## config.mk

```make
export PLATFORM = sky130hd
export DESIGN_NAME = memory_access_arbiter
export DESIGN_NICKNAME = d
export VERILOG_FILES = /design/src/rtl/memory_access_arbiter.sv
export SDC_FILE = /design/constraint.sdc
export NUM_CORES = 1
export LEC_CHECK = 0
export CORE_ASPECT_RATIO = 1.25
export CORE_UTILIZATION = 46
export DETAILED_ROUTE_END_ITERATION = 10
export PLACE_DENSITY_LB_ADDON = 0.3
export RECOVER_POWER = 50
export SLEW_MARGIN = 10
export SYNTH_ARGS = -nofsm -noshare
export SYNTH_HDL_FRONTEND = slang
export SYNTH_SLANG_ARGS = --single-unit
```

## constraint.sdc

```tcl
create_clock -name clk -period 3.4 [get_ports clk]
set_input_delay 0.68 -clock clk [delete_from_list [all_inputs] [get_ports clk]]
set_output_delay 0.68 -clock clk [all_outputs]
set_load 0.1 [all_outputs]
```

## src/rtl/memory_access_arbiter.sv

```systemverilog
// Round-robin arbiter sharing one small single-port memory between two byte requesters.
// Each accepted command takes one ACCESS cycle at the memory and one DONE cycle to report back.
module memory_access_arbiter #(
    parameter int DATA_W = 8,
    parameter int ADDR_W = 2
) (
    input  logic              clk,
    input  logic              reset,
    input  logic              r0_valid,
    output logic              r0_ready,
    input  logic              r0_we,
    input  logic [ADDR_W-1:0] r0_addr,
    input  logic [DATA_W-1:0] r0_wdata,
    output logic              r0_rvalid,
    output logic [DATA_W-1:0] r0_rdata,
    input  logic              r1_valid,
    output logic              r1_ready,
    input  logic              r1_we,
    input  logic [ADDR_W-1:0] r1_addr,
    input  logic [DATA_W-1:0] r1_wdata,
    output logic              r1_rvalid,
    output logic [DATA_W-1:0] r1_rdata,
    output logic [DATA_W-1:0] mem_data,
    output logic              mem_store,
    output logic [ADDR_W-1:0] mem_addr,
    input  logic [DATA_W-1:0] mem_q,
    output logic              busy
);

    typedef enum logic [1:0] {
        IDLE   = 2'd0,
        ACCESS = 2'd1,
        DONE   = 2'd2
    } state_t;

    state_t            state;
    state_t            state_next;
    logic              owner;
    logic              last_grant;
    logic              cmd_we;
    logic [ADDR_W-1:0] cmd_addr;
    logic [DATA_W-1:0] cmd_wdata;
    logic [DATA_W-1:0] rdata;
    logic [DATA_W-1:0] hold0;
    logic [DATA_W-1:0] hold1;
    logic              accept;
    logic              winner;
    logic              done0;
    logic              done1;

    always_ff @(posedge clk) begin
        if (reset) begin
            state <= IDLE;
        end else begin
            state <= state_next;
        end
    end

    // Handshake and strobe outputs are all masked during reset so a reset
    // cycle can neither accept, store nor complete anything.
    always_comb begin
        state_next = state;
        winner     = 1'b0;
        accept     = 1'b0;
        r0_ready   = 1'b0;
        r1_ready   = 1'b0;
        mem_store  = 1'b0;
        done0      = 1'b0;
        done1      = 1'b0;
        case (state)
            IDLE: begin
                if (!reset) begin
                    if (r0_valid && r1_valid) begin
                        winner = !last_grant;
                    end else begin
                        winner = r1_valid;
                    end
                    accept   = r0_valid | r1_valid;
                    r0_ready = accept & !winner;
                    r1_ready = accept & winner;
                    if (accept) begin
                        state_next = ACCESS;
                    end
                end
            end
            ACCESS: begin
                mem_store  = cmd_we & !reset;
                state_next = DONE;
            end
            DONE: begin
                done0      = !owner & !reset;
                done1      = owner & !reset;
                state_next = IDLE;
            end
            default: begin
                state_next = IDLE;
            end
        endcase
    end

    always_ff @(posedge clk) begin
        if (reset) begin
            owner      <= 1'b0;
            last_grant <= 1'b1;
            cmd_we     <= 1'b0;
            cmd_addr   <= '0;
            cmd_wdata  <= '0;
            rdata      <= '0;
            hold0      <= '0;
            hold1      <= '0;
        end else begin
            if (accept) begin
                owner      <= winner;
                last_grant <= winner;
                cmd_we     <= winner ? r1_we    : r0_we;
                cmd_addr   <= winner ? r1_addr  : r0_addr;
                cmd_wdata  <= winner ? r1_wdata : r0_wdata;
            end
            if (state == ACCESS) begin
                rdata <= cmd_we ? cmd_wdata : mem_q;
            end
            // Per-requester copies keep each rdata port stable between its own completions.
            if (done0) begin
                hold0 <= rdata;
            end
            if (done1) begin
                hold1 <= rdata;
            end
        end
    end

    assign mem_addr  = cmd_addr;
    assign mem_data  = cmd_wdata;
    assign busy      = (state != IDLE);
    assign r0_rvalid = done0;
    assign r1_rvalid = done1;
    assign r0_rdata  = done0 ? rdata : hold0;
    assign r1_rdata  = done1 ? rdata : hold1;

endmodule

```

==> reports/qor.yml, run 1 <==
global_routing:
  use_met1: 0.225
  grt_max_degree: 25
  groute.usage.overall: 0.212
  grt_use_met3: 0.0667
  grt_busiest_layer: "met2"
  antenna_found_initial: 0
  grt_remaining_overflow: 0
  grtUsageMet2: 0.374
  first_global_vias: 1470
  grt_pass1_wl_mm: 6.54
routing:
  drt_pass1_iterations: 6
  routedWlPerCell_um: 14.5
  route.detailed.drc: 0
  vias: 1363
  vias_per_cell: 5.14
  drt-initial-drc-count: 18
  routed_wl_mm: 3.85
  antenna_left: 0
worst_setup_path:
  crit_required_ns: 2.72
  cp_max_fo: 9
  arrival_ns: 2.46
  worstSetupPathType: "input pin to primary output"
  cpPeakStageDelay_ns: 0.62
  path_cells: "dlygate4sd3_1 > nor4bb_1 > buf_4 > mux2_1 > buf_12"
  reg2reg_from: "state[0]$_SDFFE_PP0P_"
  crit_path_end_kind: "primary output"
  cp-start-kind: "input pin"
  cp_slowest_cell: "dlygate4sd3_1"
  crit_path_start: "reset"
yosys:
  synth_nets: 190
  synthTopCellsByArea: "dfxtp_1 (46%), mux2i_1 (18%), mux2_2 (11%), nor2b_1 (4.4%), nand2b_1 (4.0%)"
  synth-main-ff-cell: "dfxtp_1"
  synth_area_leader_cell: "dfxtp_1"
  syn_avg_cell_area_um2: 11.0
  syn_area_um2: 1710
  synth_common_cells: "dfxtp_1 (39), mux2i_1 (30), mux2_2 (16)"
  yosysSeqAreaShare: 0.456
  post-synth-top-count-cell: "dfxtp_1"
  syn_inst: 156
  synth_enable_flop_cells: 0
  yosys_warnings: 0
  synth_top_area_share: 0.456
  synth.distinct_cells: 21
  async_reset_ff_frac: 0
  ys_ff_latch: 39
floorplan:
  die_area_um2: 3970
  num_rows: 24
  die_x_um: 56.6
  coreArea_um2: 3510
  initial_core_util: 0.487
  die_h_um: 70.2
  ios: 66
clocking:
  clock_latency_ns: 0.29
  cts_sinks: 39
  cts-buffers-inserted: 5
  postCtsResizedCells: 0
  cts_buffer_depth: 2
  path_clk_slew_ns: 0.07
  post_cts_buffers: 0
  postCtsHoldBufs: 0
  htreeDepth: 2
  clockRootBuffer: "clkbuf_8"
  cts_tree: "built"
timing:
  min_period_ns: 3.14
  final_hold_viol_count: 0
  maxSlewViolCount: 0
  fin_skew_ns: 0.00537
  rsz0062_at_grt: "no"
  timing.fmax_mhz: 318
  maxSlewHeadroom: 0.228
  setup_ws_ns: 0.256
  max_slew.worst_pin.slew_ns: 1.16
  period_share: 0.925
  timing.final.setup_violations: 0
  setup_tns_ns: 0
power_and_ir_drop:
  leakagePower_nw: 1.09
  peakVddDrop_uv: 332
  combPwrFrac: 0.293
  powerDensity_nw_per_um2: 426
  internal_power_mw: 0.754
  p_sw_mw: 0.393
  p_sw_frac: 0.343
  total_power_mw: 1.15
  clkPwrFrac: 0.256
  seqPwrFrac: 0.451
placed_design:
  place.gp.congestion: 0.766
  hpwl_mm: 2.94
  pre_cts_ws_ns: 0.367
  io_buffers: 65
cells_and_area:
  drive_gt1_frac: 0.195
  fillers: 247
  final_nets: 259
  diodes: 0
  syn_to_final_growth_pct: 57.5
hold_path:
  worstHoldStart: "mem_addr[0]$_SDFFE_PP0P_"
  hp-class: "flip-flop to flip-flop"
outcome:
  status: "finished clean"
flow_run:
  maxCapViolations: 0
-- layer usage --
layer / part of all wire / wire length, um
met3: 0.057 / 218
met5: 0 / 0
met4: 0.013 / 51
met2: 0.53 / 2050
met1: 0.40 / 1530
-- critical path, delay by kind of cell --
kind                   cells  cell delay, ns
buffers and inverters      3            1.06
muxes                      1            0.39
and+or+nand+nor            1            0.32
-- stage by stage --
step | instance area [um2] | hold slack (ns) | std cells | util
5_1_grt | 2700 | 0.520 | 265 | 0.767
4_1_cts | 2730 | 0.490 | 265 | 0.776
2_1_floorplan | 1720 | 0.483 | 156 | -
3_5_place_dp | 2650 | 0.473 | 257 | 0.753
3_3_place_gp | 2650 | 0.460 | 257 | 0.753
6_report | 2700 | 0.488 | 265 | 0.767
-- layout by cell type (no fill, tap or decap), types with 2 or more instances in the layout --
cell,n
nand2b_1,11
buf_12,21
dfxtp_1,39
mux2_2,8
a211oi_1,8
mux2_1,8
nand2_1,2
clkbuf_8,5
nor2_1,10
mux2i_1,30
and2b_1,8
clkbuf_1,5
clkdlybuf4s50_1,41
nor2b_1,12
buf_4,6
-- logic make-up after synthesis --
logic type | synth area share
AND/OR/NAND/NOR | 0.181
multiplexers | 0.281
flip-flops | 0.456
AO/OA/AOI/OAI | 0.0556
buffers and inverters | 0.0270
-- power groups by stage --
| stage | Sequential, mW | Clock (mW) | Combinational [mW] |
|---|---|---|---|
| finish | 0.518 | 0.293 | 0.336 |
| floorplan | 0.619 | 0 | 0.134 |
| global placement | 0.526 | 0 | 0.336 |
| detailed placement | 0.528 | 0 | 0.342 |
| global route | 0.522 | 0.325 | 0.351 |
| CTS | 0.519 | 0.304 | 0.343 |
-- final timing paths --
path | endpoint | slack [ns] | cells past startpoint
max | r1_rdata[3] | 0.26 | 5
min | mem_addr[0]$_SDFFE_PP0P_ | 0.49 | 2
max reg2reg | mem_data[1]$_SDFFE_PP0P_ | 1.61 | 3
min reg2reg | mem_addr[0]$_SDFFE_PP0P_ | 0.49 | 2
-- layout make-up --
type                       count  area, um2  area share
timing repair buffer          72        897       0.333
clock inverter                 1       5.00     0.00186
sequential                    39        781       0.290
clock buffer                   7       76.3      0.0283
multi-input combinational    106        883       0.328
tap                           39       48.8      0.0181
inverter                       1       3.75     0.00139
-- state kept, by name, indices dropped and copies added (netlist names) --
register,count
hold1,8
owner,1
mem_addr,2
mem_data,8
hold0,8
rdata,8
state,2
cmd_we,1
last_grant,1
No activity file was read; power rests on OpenSTA's default activity.
==> inputs of run 2 (changes only) <==
Settings changed: SKIP_CTS_REPAIR_TIMING set to 1.
==> results of run 2 <==
Final layout, timing and power as in run 1 (identical DEF).
==> inputs of run 3 (changes only) <==
Settings changed: RECOVER_POWER 50 to 25.
==> reports/qor.yml, run 3 (synthesis results as in run 1) <==
clocking:
  cts_tree: "built"
  clockRootBuffer: "clkbuf_8"
  cts-buffers-inserted: 5
  cts_sinks: 39
  clock_latency_ns: 0.29
  path_clk_slew_ns: 0.07
  htreeDepth: 2
  cts_buffer_depth: 2
cells_and_area:
  fin_area_um2: 2700
  drive_gt1_frac: 0.235
  fin_util: 0.769
  multiInputGateArea_um2: 890
  syn_to_final_growth_pct: 57.8
  final_common_cell: "clkdlybuf4s50_1"
  seq_area_um2: 781
  final_nets: 259
  fillers: 248
  final_cell_mix: "clkdlybuf4s50_1 (41), dfxtp_1 (39), mux2i_1 (30), buf_12 (21), mux2_2 (16)"
  diodes: 0
floorplan:
  ios: 66
  die_area_um2: 3970
  coreArea_um2: 3510
  die_x_um: 56.6
  die_h_um: 70.2
  initial_core_util: 0.487
  num_rows: 24
timing:
  setup_tns_ns: 0
  min_period_ns: 3.11
  maxSlewViolCount: 0
  max_slew.worst_pin.slew_ns: 1.16
  timing.fmax_mhz: 321
  setup_ws_ns: 0.287
  period_share: 0.916
  fin_skew_ns: 0.00522
  final_hold_viol_count: 0
  timing.final.setup_violations: 0
  maxSlewHeadroom: 0.228
  rsz0062_at_grt: "no"
worst_setup_path:
  crit_required_ns: 2.72
  cp_max_fo: 9
  worstSetupPathType: "input pin to primary output"
  reg2reg_from: "state[0]$_SDFFE_PP0P_"
  cp-start-kind: "input pin"
  arrival_ns: 2.43
  crit_path_end_kind: "primary output"
  crit_path_start: "reset"
routing:
  drt_pass1_iterations: 4
  vias_per_cell: 5.17
  route.detailed.drc: 0
  routed_wl_mm: 3.85
  vias: 1371
  routedWlPerCell_um: 14.5
  antenna_left: 0
  drt-initial-drc-count: 15
outcome:
  status: "finished clean"
hold_path:
  worstHoldStart: "mem_addr[0]$_SDFFE_PP0P_"
  hp-class: "flip-flop to flip-flop"
placed_design:
  placed_cell_area_um2: 2650
  pre_cts_ws_ns: 0.367
  io_buffers: 65
  place.gp.congestion: 0.766
  hpwl_mm: 2.94
global_routing:
  antenna_found_initial: 0
  grt_pass1_wl_mm: 6.54
  grt_remaining_overflow: 0
  groute.usage.overall: 0.212
  first_global_vias: 1470
  grt_max_degree: 25
power_and_ir_drop:
  peakVddDrop_uv: 333
  total_power_mw: 1.15
  leakagePower_nw: 1.08
  powerDensity_nw_per_um2: 425
flow_run:
  maxCapViolations: 0
[run 3: changes by cell type in the layout (fill, tap and decap cells not counted)]
cell      delta
mux2_2       +8
mux2_1       -8
nor4bb_1     -1
nor4bb_2     +1
[run 3: area by class of cell]
type | instances | share of cell area
Clock buffer | 7 | 0.0283
Multi-Input combinational cell | 106 | 0.329
Sequential cell | 39 | 0.289
Timing Repair Buffer | 72 | 0.332
Tap cell | 39 | 0.0181
Inverter | 1 | 0.00139
Clock inverter | 1 | 0.00185
[run 3: stage by stage]
step | cells | hold WS [ns]
detailed placement | 257 | 0.473
CTS | 265 | 0.490
finish | 265 | 0.488
global placement | 257 | 0.460
global route | 265 | 0.520
floorplan | 156 | 0.483
[run 3: final timing paths]
kind / endpoint / slack [ns] / cells after the start
max: r1_rdata[1] / 0.29 / 5
max reg2reg: mem_data[1]$_SDFFE_PP0P_ / 1.60 / 3
min reg2reg: mem_addr[0]$_SDFFE_PP0P_ / 0.49 / 2
min: mem_addr[0]$_SDFFE_PP0P_ / 0.49 / 2
[run 3: where the power goes]
group	internal, mW	switching, mW	leakage, nW
clock network	0.144	0.150	0.0422
registers	0.487	0.0305	0.319
logic	0.123	0.213	0.721
[run 3: per-layer routing]
| layer | wire, um | vias to the layer above | track usage | part of all wire |
|---|---|---|---|---|
| li1 | - | 678 | - | - |
| met1 | 1550 | 629 | 0.225 | 0.40 |
| met2 | 2050 | 58 | 0.374 | 0.53 |
| met3 | 198 | 6 | 0.0667 | 0.051 |
| met4 | 57 | 0 | 0.0976 | 0.015 |
| met5 | 0 | - | 0 | 0 |
[run 3: worst max-delay path, cell delays in order]
cell and delay [ns]:
dlygate4sd3_1 0.63, nor4bb_2 0.30, buf_4 0.25, mux2_2 0.40, buf_12 0.18
